[config.mk]
export PLATFORM = sky130hd
export DESIGN_NAME = pipelined_decode_stage_flat
export DESIGN_NICKNAME = d
export VERILOG_FILES = /design/src/rtl/pipelined_decode_stage_pkg.sv /design/src/rtl/pipelined_decode_stage_if.sv /design/src/rtl/pipelined_decode_stage_regfile.sv /design/src/rtl/pipelined_decode_stage.sv /design/src/flat_wrapper.sv
export SDC_FILE = /design/constraint.sdc
export NUM_CORES = 2
export LEC_CHECK = 0
export BUFFER_PORTS_ARGS = -buffer_cell sky130_fd_sc_hd__buf_2
export CORE_UTILIZATION = 33
export DETAILED_ROUTE_END_ITERATION = 8
export PLACE_DENSITY_LB_ADDON = 0.08
export SYNTH_ARGS = -nofsm -noshare
export SYNTH_HDL_FRONTEND = slang
export SYNTH_SLANG_ARGS = --single-unit
[constraint.sdc]
create_clock -name clk -period 17.4 [get_ports clk]
set_input_delay 3.48 -clock clk [delete_from_list [all_inputs] [get_ports clk]]
set_output_delay 3.48 -clock clk [all_outputs]
set_load 0.005 [all_outputs]
[src/rtl/pipelined_decode_stage_pkg.sv]
`default_nettype none
// ============================================================================
// Module      : pipelined_decode_stage_pkg
// Description : Shared types and helpers for the pipelined decode stage:
//               function-type enum, function-code constants, the registered
//               decoded bundle, and instruction field-slice / decode helpers.
//               Instruction layout:
//                 [31:30] FUNTYPE  [29:28] FUNCODE  [27:24] RD
//                 [23:20] RS       [19:16] RX       [0]     selimm
// Revision    : 1.0  initial release
// ============================================================================
package pipelined_decode_stage_pkg;

  typedef enum logic [1:0] {
    FT_REG = 2'b00,
    FT_MEM = 2'b01,
    FT_BR  = 2'b10,
    FT_KER = 2'b11
  } funtype_e;

  // FUNCODE values with a special meaning inside a given FUNTYPE
  localparam logic [1:0] c_fc_mov     = 2'b10;  // REG: move (OPA forced to 0)
  localparam logic [1:0] c_fc_cmp     = 2'b11;  // REG: compare RD against OPB
  localparam logic [1:0] c_fc_load    = 2'b00;  // MEM: load
  localparam logic [1:0] c_fc_store   = 2'b01;  // MEM: store (reads RD)
  localparam logic [1:0] c_fc_cachewr = 2'b01;  // KER: cache write
  localparam logic [1:0] c_fc_cachesh = 2'b10;  // KER: cache shoot-down

  typedef struct packed {
    funtype_e   funtype;
    logic [1:0] funcode;
    logic [3:0] rd;
    logic       sel_wb;
    logic       memrd;
    logic       memwr;
    logic       cachewr;
    logic       cachesh;
    logic       branch;
  } decoded_bundle_t;

  function automatic funtype_e f_funtype(input logic [31:0] instr);
    return funtype_e'(instr[31:30]);
  endfunction

  function automatic logic [1:0] f_funcode(input logic [31:0] instr);
    return instr[29:28];
  endfunction

  function automatic logic [3:0] f_rd(input logic [31:0] instr);
    return instr[27:24];
  endfunction

  function automatic logic [3:0] f_rs(input logic [31:0] instr);
    return instr[23:20];
  endfunction

  function automatic logic [3:0] f_rx(input logic [31:0] instr);
    return instr[19:16];
  endfunction

  function automatic logic f_selimm(input logic [31:0] instr);
    return instr[0];
  endfunction

  // OPA is a constant zero for MOV and every kernel op; otherwise reg[A]
  function automatic logic f_uses_opa(input logic [31:0] instr);
    funtype_e   ft;
    logic [1:0] fc;
    ft = f_funtype(instr);
    fc = f_funcode(instr);
    return !((ft == FT_REG && fc == c_fc_mov) || ft == FT_KER);
  endfunction

  // Compare is the only REG op without writeback; it compares RD, not RS
  function automatic logic [3:0] f_src_a(input logic [31:0] instr);
    if (f_funtype(instr) == FT_REG && f_funcode(instr) == c_fc_cmp)
      return f_rd(instr);
    return f_rs(instr);
  endfunction

  function automatic logic f_is_store(input logic [31:0] instr);
    return f_funtype(instr) == FT_MEM && f_funcode(instr) == c_fc_store;
  endfunction

  function automatic decoded_bundle_t f_decode(input logic [31:0] instr);
    decoded_bundle_t d;
    funtype_e        ft;
    logic [1:0]      fc;
    ft        = f_funtype(instr);
    fc        = f_funcode(instr);
    d.funtype = ft;
    d.funcode = fc;
    d.rd      = f_rd(instr);
    d.sel_wb  = (ft == FT_REG && fc != c_fc_cmp) ||
                (ft == FT_MEM && fc == c_fc_load) ||
                (ft == FT_BR) ||
                (ft == FT_KER && !fc[0]);
    d.memrd   = (ft == FT_MEM && fc == c_fc_load);
    d.memwr   = (ft == FT_MEM && fc == c_fc_store);
    d.cachewr = (ft == FT_KER && fc == c_fc_cachewr);
    d.cachesh = (ft == FT_KER && fc == c_fc_cachesh);
    d.branch  = (ft == FT_BR);
    return d;
  endfunction

endpackage
`default_nettype wire

[src/rtl/pipelined_decode_stage_if.sv]
`default_nettype none
// ============================================================================
// Module      : pipelined_decode_stage_if
// Description : Bus bundle for the decode stage: fetch handshake, writeback
//               port, flush, and the decoded-bundle handshake to execute.
//               master = environment (fetch/execute/writeback side)
//               slave  = decode stage
// Ports       : in_valid/in_ready/in_instr/in_pc     fetch side
//               wb_valid/wb_rd/wb_data               writeback
//               flush                                kill held + incoming
//               out_valid/out_ready/out_*            execute side
// Revision    : 1.0  initial release
// ============================================================================
interface pipelined_decode_stage_if #(
  parameter int DATA_W = 32
);
  logic              in_valid;
  logic              in_ready;
  logic [31:0]       in_instr;
  logic [DATA_W-1:0] in_pc;
  logic              wb_valid;
  logic [3:0]        wb_rd;
  logic [DATA_W-1:0] wb_data;
  logic              flush;
  logic              out_valid;
  logic              out_ready;
  logic [DATA_W-1:0] out_opa;
  logic [DATA_W-1:0] out_opb;
  logic [DATA_W-1:0] out_str_data;
  logic [DATA_W-1:0] out_pc;
  logic [DATA_W-1:0] out_br_target;
  logic [3:0]        out_rd;
  logic [1:0]        out_funtype;
  logic [1:0]        out_funcode;
  logic              out_sel_wb;
  logic              out_sel_memrd;
  logic              out_sel_memwr;
  logic              out_sel_cachewr;
  logic              out_sel_cachesh;
  logic              out_sel_branch;

  modport master (
    output in_valid, in_instr, in_pc, wb_valid, wb_rd, wb_data, flush, out_ready,
    input  in_ready, out_valid, out_opa, out_opb, out_str_data, out_pc,
           out_br_target, out_rd, out_funtype, out_funcode, out_sel_wb,
           out_sel_memrd, out_sel_memwr, out_sel_cachewr, out_sel_cachesh,
           out_sel_branch
  );

  modport slave (
    input  in_valid, in_instr, in_pc, wb_valid, wb_rd, wb_data, flush, out_ready,
    output in_ready, out_valid, out_opa, out_opb, out_str_data, out_pc,
           out_br_target, out_rd, out_funtype, out_funcode, out_sel_wb,
           out_sel_memrd, out_sel_memwr, out_sel_cachewr, out_sel_cachesh,
           out_sel_branch
  );
endinterface
`default_nettype wire

[src/rtl/pipelined_decode_stage_regfile.sv]
`default_nettype none
// ============================================================================
// Module      : pipelined_decode_stage_regfile
// Description : Architectural register file, 1 write / 3 read ports.
//               Index >= NREGS reads 0 and is never written. Index PC_IDX
//               always reads i_pc and ignores writes. With BYPASS_EN a read
//               of the register being written this cycle returns i_wd.
// Ports       : clk, rst              clock, synchronous active-high reset
//               i_we/i_wa/i_wd        write port
//               i_pc                  PC mirror value
//               i_ra[3] / o_rd[3]     read addresses / read data
// Revision    : 1.0  initial release
// ============================================================================
module pipelined_decode_stage_regfile
  import pipelined_decode_stage_pkg::*;
#(
  parameter int DATA_W    = 32,
  parameter int NREGS     = 16,
  parameter int PC_IDX    = 14,
  parameter int BYPASS_EN = 1
) (
  input  wire logic                   clk,
  input  wire logic                   rst,
  input  wire logic                   i_we,
  input  wire logic [3:0]             i_wa,
  input  wire logic [DATA_W-1:0]      i_wd,
  input  wire logic [DATA_W-1:0]      i_pc,
  input  wire logic [2:0][3:0]        i_ra,
  output      logic [2:0][DATA_W-1:0] o_rd
);

  localparam logic [3:0] c_pc_idx = 4'(PC_IDX);

  logic [DATA_W-1:0] r_mem [16];

  function automatic logic f_in_range(input logic [3:0] idx);
    return int'({28'd0, idx}) < NREGS;
  endfunction

  always_ff @(posedge clk) begin
    if (rst) begin
      for (int i = 0; i < 16; i++) r_mem[i] <= '0;
    end else if (i_we && f_in_range(i_wa) && i_wa != c_pc_idx) begin
      r_mem[i_wa] <= i_wd;
    end
  end

  always_comb begin
    o_rd = '0;
    for (int p = 0; p < 3; p++) begin
      if (!f_in_range(i_ra[p]))
        o_rd[p] = '0;
      else if (i_ra[p] == c_pc_idx)
        o_rd[p] = i_pc;
      else if (BYPASS_EN != 0 && i_we && i_wa == i_ra[p])
        o_rd[p] = i_wd;
      else
        o_rd[p] = r_mem[i_ra[p]];
    end
  end

endmodule
`default_nettype wire

[src/rtl/pipelined_decode_stage.sv]
`default_nettype none
// ============================================================================
// Module      : pipelined_decode_stage
// Description : Registered, handshaked decode stage between fetch and execute.
//               Decodes one instruction per cycle into a 1-deep output
//               register, reads operands from the register file, tracks
//               in-flight writes in a per-register busy scoreboard and stalls
//               fetch on RAW/WAW hazards. Taken-branch flush kills the held
//               bundle and refuses the incoming one.
// Ports       : clk      clock, rising edge
//               rst      synchronous active-high reset
//               bus      slave side of pipelined_decode_stage_if
// Revision    : 1.0  initial release
// ============================================================================
module pipelined_decode_stage
  import pipelined_decode_stage_pkg::*;
#(
  parameter int DATA_W    = 32,
  parameter int NREGS     = 16,
  parameter int PC_IDX    = 14,
  parameter int BYPASS_EN = 1
) (
  input wire logic clk,
  input wire logic rst,
  pipelined_decode_stage_if.slave bus
);

  // ---------------- decode of the incoming instruction ----------------
  decoded_bundle_t   w_dec;
  logic [3:0]        w_src_a;
  logic [3:0]        w_rx;
  logic              w_selimm;
  logic              w_uses_a;
  logic              w_is_store;
  logic [DATA_W-1:0] w_imm;

  assign w_dec      = f_decode(bus.in_instr);
  assign w_src_a    = f_src_a(bus.in_instr);
  assign w_rx       = f_rx(bus.in_instr);
  assign w_selimm   = f_selimm(bus.in_instr);
  assign w_uses_a   = f_uses_opa(bus.in_instr);
  assign w_is_store = f_is_store(bus.in_instr);

  always_comb begin
    w_imm = '0;
    case (w_dec.funtype)
      FT_BR:   w_imm = DATA_W'(bus.in_instr[27:0]);
      FT_REG:  w_imm = DATA_W'(bus.in_instr[19:1]);
      default: w_imm = DATA_W'(bus.in_instr[23:20]);
    endcase
  end

  // ---------------- register file ----------------
  logic [2:0][DATA_W-1:0] w_rd_data;

  pipelined_decode_stage_regfile #(
    .DATA_W   (DATA_W),
    .NREGS    (NREGS),
    .PC_IDX   (PC_IDX),
    .BYPASS_EN(BYPASS_EN)
  ) u_regfile (
    .clk  (clk),
    .rst  (rst),
    .i_we (bus.wb_valid),
    .i_wa (bus.wb_rd),
    .i_wd (bus.wb_data),
    .i_pc (bus.in_pc),
    .i_ra ({w_dec.rd, w_rx, w_src_a}),
    .o_rd (w_rd_data)
  );

  logic [DATA_W-1:0] w_opa;
  logic [DATA_W-1:0] w_opb;
  assign w_opa = w_uses_a ? w_rd_data[0] : '0;
  assign w_opb = w_selimm ? w_imm : w_rd_data[1];

  // ---------------- output register state ----------------
  logic              r_out_valid;
  decoded_bundle_t   r_ctl;
  logic [DATA_W-1:0] r_opa;
  logic [DATA_W-1:0] r_opb;
  logic [DATA_W-1:0] r_str;
  logic [DATA_W-1:0] r_pc;
  logic [DATA_W-1:0] r_tgt;
  logic [15:0]       r_busy;

  // ---------------- hazard detection ----------------
  // Per-register blocking masks. A source is blocked if it is busy (unless
  // the busy bit is being retired by writeback this cycle and bypass is on),
  // if bypass is off and writeback targets it this cycle (regfile would
  // return the stale value), or if the held bundle will write it. PC mirror
  // and out-of-range indices never block a read. Destinations block on busy
  // or held-writer regardless of writeback.
  logic [15:0] w_held;
  logic [15:0] w_wb_hit;
  logic [15:0] w_src_blk;
  logic [15:0] w_dst_blk;
  logic        w_hazard;

  always_comb begin
    w_held    = '0;
    w_wb_hit  = '0;
    w_src_blk = '0;
    w_dst_blk = '0;
    for (int i = 0; i < 16; i++) begin
      w_held[i]    = r_out_valid && r_ctl.sel_wb && (r_ctl.rd == 4'(i));
      w_wb_hit[i]  = bus.wb_valid && (bus.wb_rd == 4'(i));
      w_src_blk[i] = (i < NREGS) && (i != PC_IDX) &&
                     ((r_busy[i] && !(BYPASS_EN != 0 && w_wb_hit[i])) ||
                      (BYPASS_EN == 0 && w_wb_hit[i]) ||
                      w_held[i]);
      w_dst_blk[i] = (i < NREGS) && (r_busy[i] || w_held[i]);
    end
  end

  assign w_hazard = bus.in_valid &&
                    ((w_uses_a   && w_src_blk[w_src_a])  ||
                     (!w_selimm  && w_src_blk[w_rx])     ||
                     (w_is_store && w_src_blk[w_dec.rd]) ||
                     (w_dec.sel_wb && w_dst_blk[w_dec.rd]));

  logic w_accept;
  logic w_leave;

  assign bus.in_ready = !rst && !bus.flush && !w_hazard &&
                        (!r_out_valid || bus.out_ready);
  assign w_accept     = bus.in_valid && bus.in_ready;
  // A flushed bundle never counts as delivered
  assign w_leave      = r_out_valid && bus.out_ready && !bus.flush;

  // ---------------- scoreboard ----------------
  logic [15:0] w_busy_nxt;

  always_comb begin
    w_busy_nxt = r_busy;
    if (bus.wb_valid)
      w_busy_nxt[bus.wb_rd] = 1'b0;
    // set after clear: a same-cycle set and clear on one register leaves it busy
    if (w_leave && r_ctl.sel_wb && int'({28'd0, r_ctl.rd}) < NREGS)
      w_busy_nxt[r_ctl.rd] = 1'b1;
  end

  always_ff @(posedge clk) begin
    if (rst) r_busy <= '0;
    else     r_busy <= w_busy_nxt;
  end

  // ---------------- output register ----------------
  always_ff @(posedge clk) begin
    if (rst) begin
      r_out_valid <= 1'b0;
      r_ctl       <= '0;
      r_opa       <= '0;
      r_opb       <= '0;
      r_str       <= '0;
      r_pc        <= '0;
      r_tgt       <= '0;
    end else if (bus.flush) begin
      r_out_valid <= 1'b0;
    end else if (w_accept) begin
      r_out_valid <= 1'b1;
      r_ctl       <= w_dec;
      r_opa       <= w_opa;
      r_opb       <= w_opb;
      r_str       <= w_rd_data[2];
      r_pc        <= bus.in_pc;
      r_tgt       <= bus.in_pc + w_opb;
    end else if (bus.out_ready) begin
      r_out_valid <= 1'b0;
    end
  end

  assign bus.out_valid       = r_out_valid;
  assign bus.out_opa         = r_opa;
  assign bus.out_opb         = r_opb;
  assign bus.out_str_data    = r_str;
  assign bus.out_pc          = r_pc;
  assign bus.out_br_target   = r_tgt;
  assign bus.out_rd          = r_ctl.rd;
  assign bus.out_funtype     = r_ctl.funtype;
  assign bus.out_funcode     = r_ctl.funcode;
  assign bus.out_sel_wb      = r_ctl.sel_wb;
  assign bus.out_sel_memrd   = r_ctl.memrd;
  assign bus.out_sel_memwr   = r_ctl.memwr;
  assign bus.out_sel_cachewr = r_ctl.cachewr;
  assign bus.out_sel_cachesh = r_ctl.cachesh;
  assign bus.out_sel_branch  = r_ctl.branch;

endmodule
`default_nettype wire
[src/flat_wrapper.sv]
// flat-port wrapper written by rule: the top's interface ports become plain ports
module pipelined_decode_stage_flat import pipelined_decode_stage_pkg::*;
#(
  parameter int DATA_W    = 32,
  parameter int NREGS     = 16,
  parameter int PC_IDX    = 14,
  parameter int BYPASS_EN = 1
)
  (clk, rst, bus_in_valid, bus_in_instr, bus_in_pc, bus_wb_valid, bus_wb_rd, bus_wb_data, bus_flush, bus_out_ready, bus_in_ready, bus_out_valid, bus_out_opa, bus_out_opb, bus_out_str_data, bus_out_pc, bus_out_br_target, bus_out_rd, bus_out_funtype, bus_out_funcode, bus_out_sel_wb, bus_out_sel_memrd, bus_out_sel_memwr, bus_out_sel_cachewr, bus_out_sel_cachesh, bus_out_sel_branch);
  pipelined_decode_stage_if #(.DATA_W(DATA_W)) bus_i ();
  input wire logic clk;
  input wire logic rst;
  input wire logic [$bits(bus_i.in_valid)-1:0] bus_in_valid;
  input wire logic [$bits(bus_i.in_instr)-1:0] bus_in_instr;
  input wire logic [$bits(bus_i.in_pc)-1:0] bus_in_pc;
  input wire logic [$bits(bus_i.wb_valid)-1:0] bus_wb_valid;
  input wire logic [$bits(bus_i.wb_rd)-1:0] bus_wb_rd;
  input wire logic [$bits(bus_i.wb_data)-1:0] bus_wb_data;
  input wire logic [$bits(bus_i.flush)-1:0] bus_flush;
  input wire logic [$bits(bus_i.out_ready)-1:0] bus_out_ready;
  output wire logic [$bits(bus_i.in_ready)-1:0] bus_in_ready;
  output wire logic [$bits(bus_i.out_valid)-1:0] bus_out_valid;
  output wire logic [$bits(bus_i.out_opa)-1:0] bus_out_opa;
  output wire logic [$bits(bus_i.out_opb)-1:0] bus_out_opb;
  output wire logic [$bits(bus_i.out_str_data)-1:0] bus_out_str_data;
  output wire logic [$bits(bus_i.out_pc)-1:0] bus_out_pc;
  output wire logic [$bits(bus_i.out_br_target)-1:0] bus_out_br_target;
  output wire logic [$bits(bus_i.out_rd)-1:0] bus_out_rd;
  output wire logic [$bits(bus_i.out_funtype)-1:0] bus_out_funtype;
  output wire logic [$bits(bus_i.out_funcode)-1:0] bus_out_funcode;
  output wire logic [$bits(bus_i.out_sel_wb)-1:0] bus_out_sel_wb;
  output wire logic [$bits(bus_i.out_sel_memrd)-1:0] bus_out_sel_memrd;
  output wire logic [$bits(bus_i.out_sel_memwr)-1:0] bus_out_sel_memwr;
  output wire logic [$bits(bus_i.out_sel_cachewr)-1:0] bus_out_sel_cachewr;
  output wire logic [$bits(bus_i.out_sel_cachesh)-1:0] bus_out_sel_cachesh;
  output wire logic [$bits(bus_i.out_sel_branch)-1:0] bus_out_sel_branch;
  assign bus_i.in_valid = bus_in_valid;
  assign bus_i.in_instr = bus_in_instr;
  assign bus_i.in_pc = bus_in_pc;
  assign bus_i.wb_valid = bus_wb_valid;
  assign bus_i.wb_rd = bus_wb_rd;
  assign bus_i.wb_data = bus_wb_data;
  assign bus_i.flush = bus_flush;
  assign bus_i.out_ready = bus_out_ready;
  assign bus_in_ready = bus_i.in_ready;
  assign bus_out_valid = bus_i.out_valid;
  assign bus_out_opa = bus_i.out_opa;
  assign bus_out_opb = bus_i.out_opb;
  assign bus_out_str_data = bus_i.out_str_data;
  assign bus_out_pc = bus_i.out_pc;
  assign bus_out_br_target = bus_i.out_br_target;
  assign bus_out_rd = bus_i.out_rd;
  assign bus_out_funtype = bus_i.out_funtype;
  assign bus_out_funcode = bus_i.out_funcode;
  assign bus_out_sel_wb = bus_i.out_sel_wb;
  assign bus_out_sel_memrd = bus_i.out_sel_memrd;
  assign bus_out_sel_memwr = bus_i.out_sel_memwr;
  assign bus_out_sel_cachewr = bus_i.out_sel_cachewr;
  assign bus_out_sel_cachesh = bus_i.out_sel_cachesh;
  assign bus_out_sel_branch = bus_i.out_sel_branch;
  pipelined_decode_stage #(.DATA_W(DATA_W), .NREGS(NREGS), .PC_IDX(PC_IDX), .BYPASS_EN(BYPASS_EN)) u_core (.clk(clk), .rst(rst), .bus(bus_i));
endmodule
==> results.toml <==
[run_status]
outcome = "finished with violations"
violations = "DRC"

[timing]
period_needed_ps = 11490
relSlewSlack_pct = 23.5
skew_ps = 39.3
tightest_slew_ps = 1140
hold_viol = 0
max_freq_mhz = 87.1
finalCritPeriodShare_pct = 66.0
setup_viol = 0
maxSlewViolCount = 0
tns_ps = 0
rsz0062_at_grt = "false"

[pwr]
p_leak_nw = 17.9
p_sw_mw = 1.37
pwr-share-seq_pct = 42.7
p_sw_share_pct = 29.9
clkPwrFrac_pct = 38.3
p_int_mw = 3.22
power_frac_comb_pct = 19.0
powerDensity_nw_per_um2 = 93.9
ir_drop_mv = 0.0681

[yosys]
synth-main-ff-cell = "edfxtp_1"
synth.area.top_cells = "edfxtp_1 36%, mux4_2 16%, dfxtp_1 8.9%"
netlist.area_leader.share_pct = 35.8
avgSynthCellArea_um2 = 10.9
yosys_warnings = 0
async_flop_share_pct = 0
synth_area_um2 = 43000
synth-edff-count = 512
ys_seq_elements = 703
yosysSeqAreaShare_pct = 44.7
synth_common_cells = "512 x edfxtp_1, 487 x nand2_1, 484 x and2_1"
synth_most_common_cell = "edfxtp_1"
syn_inst = 3959
synth_area_leader_cell = "edfxtp_1"
synth.distinct_cells = 84

[floorplanning]
fp.dieW_um = 363
start_util_pct = 33.2
die_area_um2 = 132000
num_io_pins = 282
core-area_um2 = 129000
num_rows = 132
die_h_um = 363

[worst_setup_path]
endpoint_kind = "output port"
r2r_cells = 17
rrSetupSlack_ps = 11910
start_kind = "input port"
crit_required_ps = 13920
cp_max_fo = 98
rr_endpoint = "u_core.bus.out_br_target[30]"
crit_arrival_ps = 8010
r2r_start = "u_core.u_regfile.r_mem[3][0]"
critPathKind = "in -> out"

[cts]
ctsResizeCount = 0
path_clk_slew_ps = 50
cts_buffers = 84
cts_sinks = 703
cts_setup_buffers = 0
ctsHoldBuffers = 0
clock_path_buffers = 3
clock_latency_ps = 700
cts.root.buffer_cell = "clkbuf_16"
cts_tree = "yes"
cts_htree_levels = 3

[place]
dp_hpwl_mm = 112
placed_cells = 5719
io_buffers = 281
globalplace.congestion = 0.858

[grt]
grt_pass1_wl_mm = 263
grt_max_degree = 156
track_usage_pct = 28.1
grt_overflow = 0
antenna_found_initial = 25
grt_pass1_vias = 33700

[drt]
first_pass_iters = 8
postRouteWirelength_mm = 188
drc = 2
via_per_inst = 5.88
wl_per_cell_um = 32.0
drtAntennaViolNets = 0
vias = 34600
drt-initial-drc-count = 3987

[min_path]
hold_path_end = "u_core.bus.out_pc[30]"
holdPathStages = 2
holdCritStartpoint = "u_core.bus.out_pc[30]"
min_path_type = "reg -> reg"

[run]
cap_violations = 0

[final_layout]
nets = 4201
nFillCells = 12700
stdcell_count = 5873
syn_to_final_growth_pct = 13.8
drive_gt1_share_pct = 20.4
==> layout by cell type, fill, tap and decap left out, drive strengths merged, types with 6 or more instances in the layout <==
master  count
edfxtp    512
nand2     488
and2      485
buf       365
mux4      297
mux2i     238
nand3     233
o21ai     204
a21oi     198
dfxtp     191
nor2      143
clkbuf    121
nand2b     77
a32oi      65
a31oi      64
nor2b      33
or4        32
conb       32
ha         31
xnor2      25
clkinv     22
o221ai     20
inv        20
a211oi     18
a222oi     15
a21o       14
mux2       14
xor2       11
o22ai      11
nand4      11
or2        11
o21bai     10
nor3        9
nand4b      8
a21boi      7
diode       6
a311oi      6
nor4        6
==> critical path, cell delays in order <==
cell and delay (ps):
buf_2 210, and4bb_1 810, mux2_8 790, buf_4 720, xnor2_1 180, a2111oi_1 430, nor4b_1 130, nor4_2 390
nand4_4 130, buf_4 300, a21boi_0 230, buf_2 140
==> cell type report <==
| type | count | area, µm² | area share (%) |
|---|---|---|---|
| diodes | 6 | 15.0 | 0.0307 |
| clock inverters | 27 | 215 | 0.440 |
| clock buffers | 121 | 2430 | 4.97 |
| multi-input cells | 2891 | 22600 | 46.3 |
| flip-flops and latches | 703 | 19200 | 39.3 |
| inverters | 18 | 67.6 | 0.138 |
| well taps | 1742 | 2180 | 4.46 |
| repair buffers | 365 | 2140 | 4.38 |
==> power groups by stage <==
stage | registers (mW) | clock network, mW | logic (mW)
finish | 1.96 | 1.76 | 0.872
global route | 1.97 | 1.84 | 0.925
CTS | 1.96 | 1.79 | 0.865
detailed placement | 1.99 | 0 | 0.863
global placement | 1.99 | 0 | 0.862
floorplan | 1.97 | 0 | 0.525
==> kinds of logic (layout without fill, tap and decap cells) <==
| group | count (synthesis) | after routing | share of synthesized area [%] |
|---|---|---|---|
| and+or+nand+nor | 1567 | 1567 | 18.8 |
| xor gates and xnor gates | 36 | 36 | 0.734 |
| DFF | 703 | 703 | 44.7 |
| other | 1 | 38 | 0.00873 |
| muxes | 549 | 549 | 21.5 |
| buffers and inverters | 396 | 531 | 3.62 |
| AOI/OAI and AO/OA | 675 | 675 | 9.71 |
| adders and majority gates | 32 | 32 | 0.949 |
==> state kept, by name, indices dropped and copies added (netlist names) <==
name	cells
u_core.bus.out_sel_memrd	1
u_core.bus.out_str_data	32
u_core.bus.out_sel_cachesh	1
u_core.bus.out_rd	4
u_core.bus.out_valid	1
u_core.u_regfile.r_mem	512
u_core.bus.out_pc	32
u_core.bus.out_opb	32
u_core.bus.out_sel_cachewr	1
u_core.bus.out_funtype	2
u_core.bus.out_br_target	32
u_core.bus.out_sel_branch	1
u_core.bus.out_sel_wb	1
u_core.bus.out_sel_memwr	1
u_core.r_busy	16
u_core.bus.out_funcode	2
u_core.bus.out_opa	32
==> layer usage <==
layer	global-route usage (%)	wire length, µm	share of wire (%)
met1	38.8	82000	44
met2	43.7	84500	45
met3	5.91	16000	8.5
met4	9.20	5410	2.9
met5	0	77	0.041
==> metrics by stage <==
step / utilization [%] / setup slack [ps] / total power, mW / hold WS, ps / cell area [µm²]
6_report: 37.8 / 5910 / 4.59 / 470 / 48900
5_1_grt: 37.8 / 5620 / 4.74 / 490 / 48900
4_1_cts: 37.8 / 5860 / 4.61 / 472 / 48900
3_5_place_dp: 35.7 / 5870 / 2.86 / 464 / 46200
3_3_place_gp: 35.7 / 5880 / 2.85 / 458 / 46200
2_1_floorplan: - / 7940 / 2.50 / 454 / 43100
==> how the worst max path moves through the flow <==
| stage | slack [ps] | depth (start not counted) | startpoint | to |
|---|---|---|---|---|
| 5_1_grt | 5620 | 12 | bus_in_instr[30] | bus_in_ready |
| 4_1_cts | 5860 | 12 | bus_in_instr[30] | bus_in_ready |
| 3_5_place_dp | 5870 | 12 | bus_in_instr[30] | bus_in_ready |
| 6_report | 5910 | 12 | bus_in_instr[30] | bus_in_ready |
| 2_1_floorplan | 7940 | 12 | bus_in_instr[30] | bus_in_ready |
| 3_3_place_gp | 5880 | 12 | bus_in_instr[30] | bus_in_ready |
Note: power is estimated with default switching activity, not from simulation.
